===== config.mk =====
export PLATFORM = sky130hd
export DESIGN_NAME = adder_chain_sequencer
export DESIGN_NICKNAME = d
export VERILOG_FILES = /design/src/rtl/adder_chain_sequencer.sv
export SDC_FILE = /design/constraint.sdc
export NUM_CORES = 1
export LEC_CHECK = 0
export CORE_MARGIN = 5
export CORE_UTILIZATION = 40
export DETAILED_ROUTE_END_ITERATION = 6
export GPL_TIMING_DRIVEN = 0
export PLACE_DENSITY = 0.8
export SYNTH_ARGS = -nofsm -noshare
export SYNTH_HDL_FRONTEND = slang
export SYNTH_SLANG_ARGS = --single-unit

===== constraint.sdc =====
create_clock -name clk -period 5.4 [get_ports clk]
set_input_delay 1.62 -clock clk [delete_from_list [all_inputs] [get_ports clk]]
set_output_delay 1.62 -clock clk [all_outputs]
set_load 0.05 [all_outputs]

===== src/rtl/adder_chain_sequencer.sv =====
// Multi-word add sequencer: feeds one 5-bit slice per clock into a shared external adder, chaining carry.
// Optional subtract mode is enabled by defining ADDSEQ_SUB_EN (adds the sub_in port).
module adder_chain_sequencer #(
    parameter int WORDS = 4
) (
    input  logic               clk,
    input  logic               rst_n,
    input  logic               start,
    input  logic [5*WORDS-1:0] a_in,
    input  logic [5*WORDS-1:0] b_in,
    input  logic               cin_in,
`ifdef ADDSEQ_SUB_EN
    input  logic               sub_in,
`endif
    output logic               busy,
    output logic               done,
    output logic [5*WORDS-1:0] sum_out,
    output logic               cout_out,
    output logic [4:0]         adder_a,
    output logic [4:0]         adder_b,
    output logic               adder_cin,
    input  logic [4:0]         adder_sum,
    input  logic               adder_cout
);

    localparam int OP_W  = 5 * WORDS;
    localparam int IDX_W = (WORDS > 1) ? $clog2(WORDS) : 1;
    localparam logic [IDX_W-1:0] LAST_IDX = IDX_W'(WORDS - 1);

    localparam logic [1:0] ST_IDLE = 2'd0;
    localparam logic [1:0] ST_RUN  = 2'd1;
    localparam logic [1:0] ST_DONE = 2'd2;

    logic [1:0]       state_reg;
    logic [OP_W-1:0]  op_a_reg;
    logic [OP_W-1:0]  op_b_reg;
    logic             carry_reg;
    logic [IDX_W-1:0] idx_reg;
    logic [OP_W-1:0]  sum_reg;
    logic             cout_reg;

    logic [OP_W-1:0]  b_capture;
    logic             cin_capture;

    // Subtraction is A + ~B + 1: B is inverted once at capture so the run path stays add-only.
`ifdef ADDSEQ_SUB_EN
    assign b_capture   = sub_in ? ~b_in : b_in;
    assign cin_capture = sub_in ? 1'b1 : cin_in;
`else
    assign b_capture   = b_in;
    assign cin_capture = cin_in;
`endif

    logic [4:0] a_slice [WORDS];
    logic [4:0] b_slice [WORDS];

    genvar gi;
    generate
        for (gi = 0; gi < WORDS; gi++) begin : g_slice
            assign a_slice[gi] = op_a_reg[5*gi +: 5];
            assign b_slice[gi] = op_b_reg[5*gi +: 5];
        end
    endgenerate

    always_ff @(posedge clk or negedge rst_n) begin
        if (!rst_n) begin
            state_reg <= ST_IDLE;
            op_a_reg  <= '0;
            op_b_reg  <= '0;
            carry_reg <= 1'b0;
            idx_reg   <= '0;
            sum_reg   <= '0;
            cout_reg  <= 1'b0;
        end else begin
            case (state_reg)
                ST_IDLE: begin
                    if (start) begin
                        op_a_reg  <= a_in;
                        op_b_reg  <= b_capture;
                        carry_reg <= cin_capture;
                        idx_reg   <= '0;
                        cout_reg  <= 1'b0;
                        state_reg <= ST_RUN;
                    end
                end
                ST_RUN: begin
                    sum_reg[5*idx_reg +: 5] <= adder_sum;
                    carry_reg               <= adder_cout;
                    if (idx_reg == LAST_IDX) begin
                        cout_reg  <= adder_cout;
                        idx_reg   <= '0;
                        state_reg <= ST_DONE;
                    end else begin
                        idx_reg <= idx_reg + 1'b1;
                    end
                end
                ST_DONE: begin
                    state_reg <= ST_IDLE;
                end
                default: begin
                    state_reg <= ST_IDLE;
                end
            endcase
        end
    end

    logic running;
    assign running   = (state_reg == ST_RUN);
    assign busy      = running || (state_reg == ST_DONE);
    assign done      = (state_reg == ST_DONE);
    assign sum_out   = sum_reg;
    assign cout_out  = cout_reg;
    assign adder_a   = running ? a_slice[idx_reg] : 5'd0;
    assign adder_b   = running ? b_slice[idx_reg] : 5'd0;
    assign adder_cin = running ? carry_reg : 1'b0;

endmodule


==> results.py <==
metrics = {
    "status": {
        "outcome": "finished, final reports clean",
    },
    "sta": {
        "final.setup.tns_ps": 0,
        "clock.fmax_mhz": 222,
        "timing.max_slew.rel_slack": 0.446,
        "hold_slack_ps": 500,
        "fin_crit_ps": 4500,
        "timing.final.hold_violations": 0,
        "worstMarginPinSlew_ps": 831,
        "final.setup_skew_ps": 5.64,
        "finalSetupViolations": 0,
        "report.final.slew_viol_count": 0,
        "period_share": 0.833,
        "rsz_0062_raised_after_global_routing": "no",
    },
    "power": {
        "power_per_unit_of_standard_cell_area_nw_per_um2": 670,
        "power.net_switching_mw": 1.17,
        "clock_power_share": 0.165,
        "comb_power_share": 0.533,
        "p_sw_frac": 0.412,
        "total_power_mw": 2.84,
        "power.ir.vdd_worst_v": 0.000368,
        "cellInternalPower_mw": 1.67,
        "p_leak_nw": 1.80,
        "seq_power_share": 0.302,
    },
    "synthesis": {
        "post_synthesis_share_of_cell_area_spent_on_full_adders_half_adders_and_majority_gates": 0.0408,
        "yosys.cell_count.top_type": "sky130_fd_sc_hd__dfrtp_1",
        "synthesis.instances": 207,
        "synth-async-reset-ratio": 1.00,
        "synth.mux.area_fraction": 0.234,
        "synth_cell_types": 31,
        "synth.yosys.seq_area_share": 0.539,
        "synth_compound_gate_area_share": 0.0866,
        "synth_top_area_frac": 0.539,
        "post_synth_xor_area_fraction": 0,
        "postSynthAreaPerCell_sq_um": 14.8,
        "area_contributors_post_synth": "sky130_fd_sc_hd__dfrtp_1, sky130_fd_sc_hd__mux2_2, sky130_fd_sc_hd__a22o_1, sky130_fd_sc_hd__mux4_1, sky130_fd_sc_hd__ha_1",
        "synth_area_sq_um": 3060,
        "synth-simple-area-share": 0.0694,
        "ys_warns": 0,
        "syn_nets": 267,
        "synth_top_family_by_area": "multiplexers",
        "ys_ff_latch": 66,
        "netlist_top_cells_count": "sky130_fd_sc_hd__dfrtp_1, sky130_fd_sc_hd__mux2_2, sky130_fd_sc_hd__a22o_1",
        "postSynth.topFlopCell": "sky130_fd_sc_hd__dfrtp_1",
        "largest_area_contributor_in_the_netlist": "sky130_fd_sc_hd__dfrtp_1",
        "synth_enable_flop_cells": 0,
    },
    "critical_path": {
        "kind_of_end_point_of_the_critical_path": "output port",
        "critPathKind": "flop to output port",
        "arrival_time_at_the_worst_endpoint_ps": 2880,
        "critPathLaunchType": "flop",
        "worst-endpoint-required_ps": 3780,
        "critical_path_peak_fanout": 10,
    },
    "route": {
        "vias": 2061,
        "detail-route-antenna-nets": 0,
        "drc": 0,
        "totalWireLength_um": 6870,
        "routedWlPerCell_um": 16.8,
        "drt-pass1-iter-count": 4,
        "violation_count_after_the_first_detailed_route_iteration": 20,
        "routed_via_density": 5.05,
    },
    "layout": {
        "nNetsFinal": 361,
        "syn_to_final_growth_pct": 38.6,
        "n_antenna_cell": 0,
        "final_cell_count_without_fillers": 408,
        "final-seq-area_sq_um": 1650,
        "multi_input_combinational_cell_area_sq_um": 1320,
        "final.fill_count": 635,
        "final_layout_size_suffix_gt1_frac": 0.248,
    },
    "floorplanning": {
        "fp.coreArea_sq_um": 7610,
        "placementRows": 32,
        "dieArea_sq_um": 9510,
        "start_util": 0.403,
        "chipHeight_um": 97.5,
        "die_w_um": 97.5,
        "boundaryPins": 84,
    },
    "clock_tree": {
        "post_cts_setup_bufs": 0,
        "cts_inserted_buffers": 9,
        "cts_tree": "built",
        "buffer_levels_on_the_longest_clock_path": 2,
        "post_cts_hold_buffer_count": 0,
        "cts.htree.levels": 3,
        "cts_sinks": 66,
        "cts_repair_resize_count": 0,
        "clock_transition_time_at_the_flip_flop_clock_pins_of_the_worst_setup_and_hold_paths_ps": 70,
        "root_cell_of_the_clock_tree": "sky130_fd_sc_hd__clkbuf_8",
        "clock_insertion_delay_worst_skew_ps": 340,
    },
    "run": {
        "maxCapViolCount": 0,
    },
    "worst_hold_path": {
        "worst_hold_class": "flop to flop",
    },
    "placed_design": {
        "dp_hpwl_um": 4920,
        "dp_cells": 392,
        "place.gp.congestion": 0.745,
        "buffer_ports.inserted": 83,
    },
    "grt": {
        "globalRouteOverflowTotal": 0,
        "grt_antenna_before_repair": 0,
        "via_count_of_the_first_global_routing_pass": 2269,
        "global_route_wire_length_before_repair_um": 11400,
        "grt_use_total": 0.152,
        "largest_net_degree_at_the_start_of_global_routing": 67,
    },
}
-- stage by stage --
step	util	setup WS [ps]	cell area, sq um
2_1_floorplan	-	2210	3060
3_3_place_gp	0.529	569	4020
3_5_place_dp	0.528	1240	4020
4_1_cts	0.558	824	4250
5_1_grt	0.558	736	4250
6_report	0.558	903	4250
-- placed cells by master (no fill, tap or decap), types with 2 or more instances in the layout --
| cell type | synthesis | layout |
|---|---|---|
| sky130_fd_sc_hd__a22o_1 | 20 | 20 |
| sky130_fd_sc_hd__o21ai_0 | 5 | 5 |
| sky130_fd_sc_hd__clkdlybuf4s50_1 | 0 | 82 |
| sky130_fd_sc_hd__clkinv_4 | 0 | 2 |
| sky130_fd_sc_hd__inv_1 | 6 | 6 |
| sky130_fd_sc_hd__dfrtp_1 | 66 | 66 |
| sky130_fd_sc_hd__nand2_1 | 6 | 6 |
| sky130_fd_sc_hd__and2_1 | 11 | 11 |
| sky130_fd_sc_hd__nor4b_4 | 2 | 2 |
| sky130_fd_sc_hd__mux2_2 | 42 | 42 |
| sky130_fd_sc_hd__bufinv_16 | 0 | 2 |
| sky130_fd_sc_hd__mux4_1 | 5 | 5 |
| sky130_fd_sc_hd__mux4_2 | 5 | 5 |
| sky130_fd_sc_hd__ha_1 | 10 | 10 |
| sky130_fd_sc_hd__clkbuf_8 | 0 | 10 |
| sky130_fd_sc_hd__a21oi_1 | 4 | 4 |
| sky130_fd_sc_hd__buf_2 | 7 | 7 |
-- metal layers --
layer	global-route usage	vias up	wire length, um
li1	-	963	-
met5	0	-	0
met4	0.0575	0	85
met1	0.187	1025	3040
met3	0.0388	11	306
met2	0.257	62	3440
-- worst max-delay path, cell delays in order, from the launching register on --
cell                              delay (ps)
sky130_fd_sc_hd__dfrtp_1                 380
sky130_fd_sc_hd__inv_1                   120
sky130_fd_sc_hd__ha_1                    150
sky130_fd_sc_hd__buf_2                   180
sky130_fd_sc_hd__buf_2                   250
sky130_fd_sc_hd__clkbuf_1                410
sky130_fd_sc_hd__and2_1                  230
sky130_fd_sc_hd__clkdlybuf4s50_1         810
-- power by group through the flow --
stage	Combinational [mW]	Clock [mW]	Sequential, mW
after floorplan	0.874	0	1.06
after global placement	1.50	0	0.860
after detailed placement	1.53	0	0.870
after CTS	1.54	0.482	0.862
after global routing	1.61	0.502	0.888
final	1.52	0.469	0.860
-- cells by family (layout without fill, tap and decap cells) --
kind of cell,Yosys count,count (layout)
fa+ha+maj,10,10
flops,66,66
buf+inv,16,115
compound gates,35,35
simple gates,28,28
mux,52,52
-- area by class of cell --
| type | count | area share |
|---|---|---|
| inverters | 6 | 0.00530 |
| clock buffers | 10 | 0.0324 |
| clock inverters | 6 | 0.0212 |
| flip-flops and latches | 66 | 0.389 |
| well taps | 102 | 0.0300 |
| plain buffers | 10 | 0.0165 |
| repair buffers | 83 | 0.195 |
| multi-input cells | 125 | 0.311 |
-- final timing paths --
check / startpoint / end / slack [ps] / depth (start not counted)
setup / recovery: state_reg[1] / adder_a[4] / 900 / 7
min in group asynchronous: rst_n / carry_reg / 1350 / 1
max in group asynchronous: rst_n / sum_out[8] / 3480 / 1
hold / removal: op_a_reg[6] / op_a_reg[6] / 500 / 1
setup reg to reg: idx_reg[1] / sum_out[5] / 3070 / 6
hold reg to reg: op_a_reg[6] / op_a_reg[6] / 500 / 1
(Power assumes the default switching activity.)
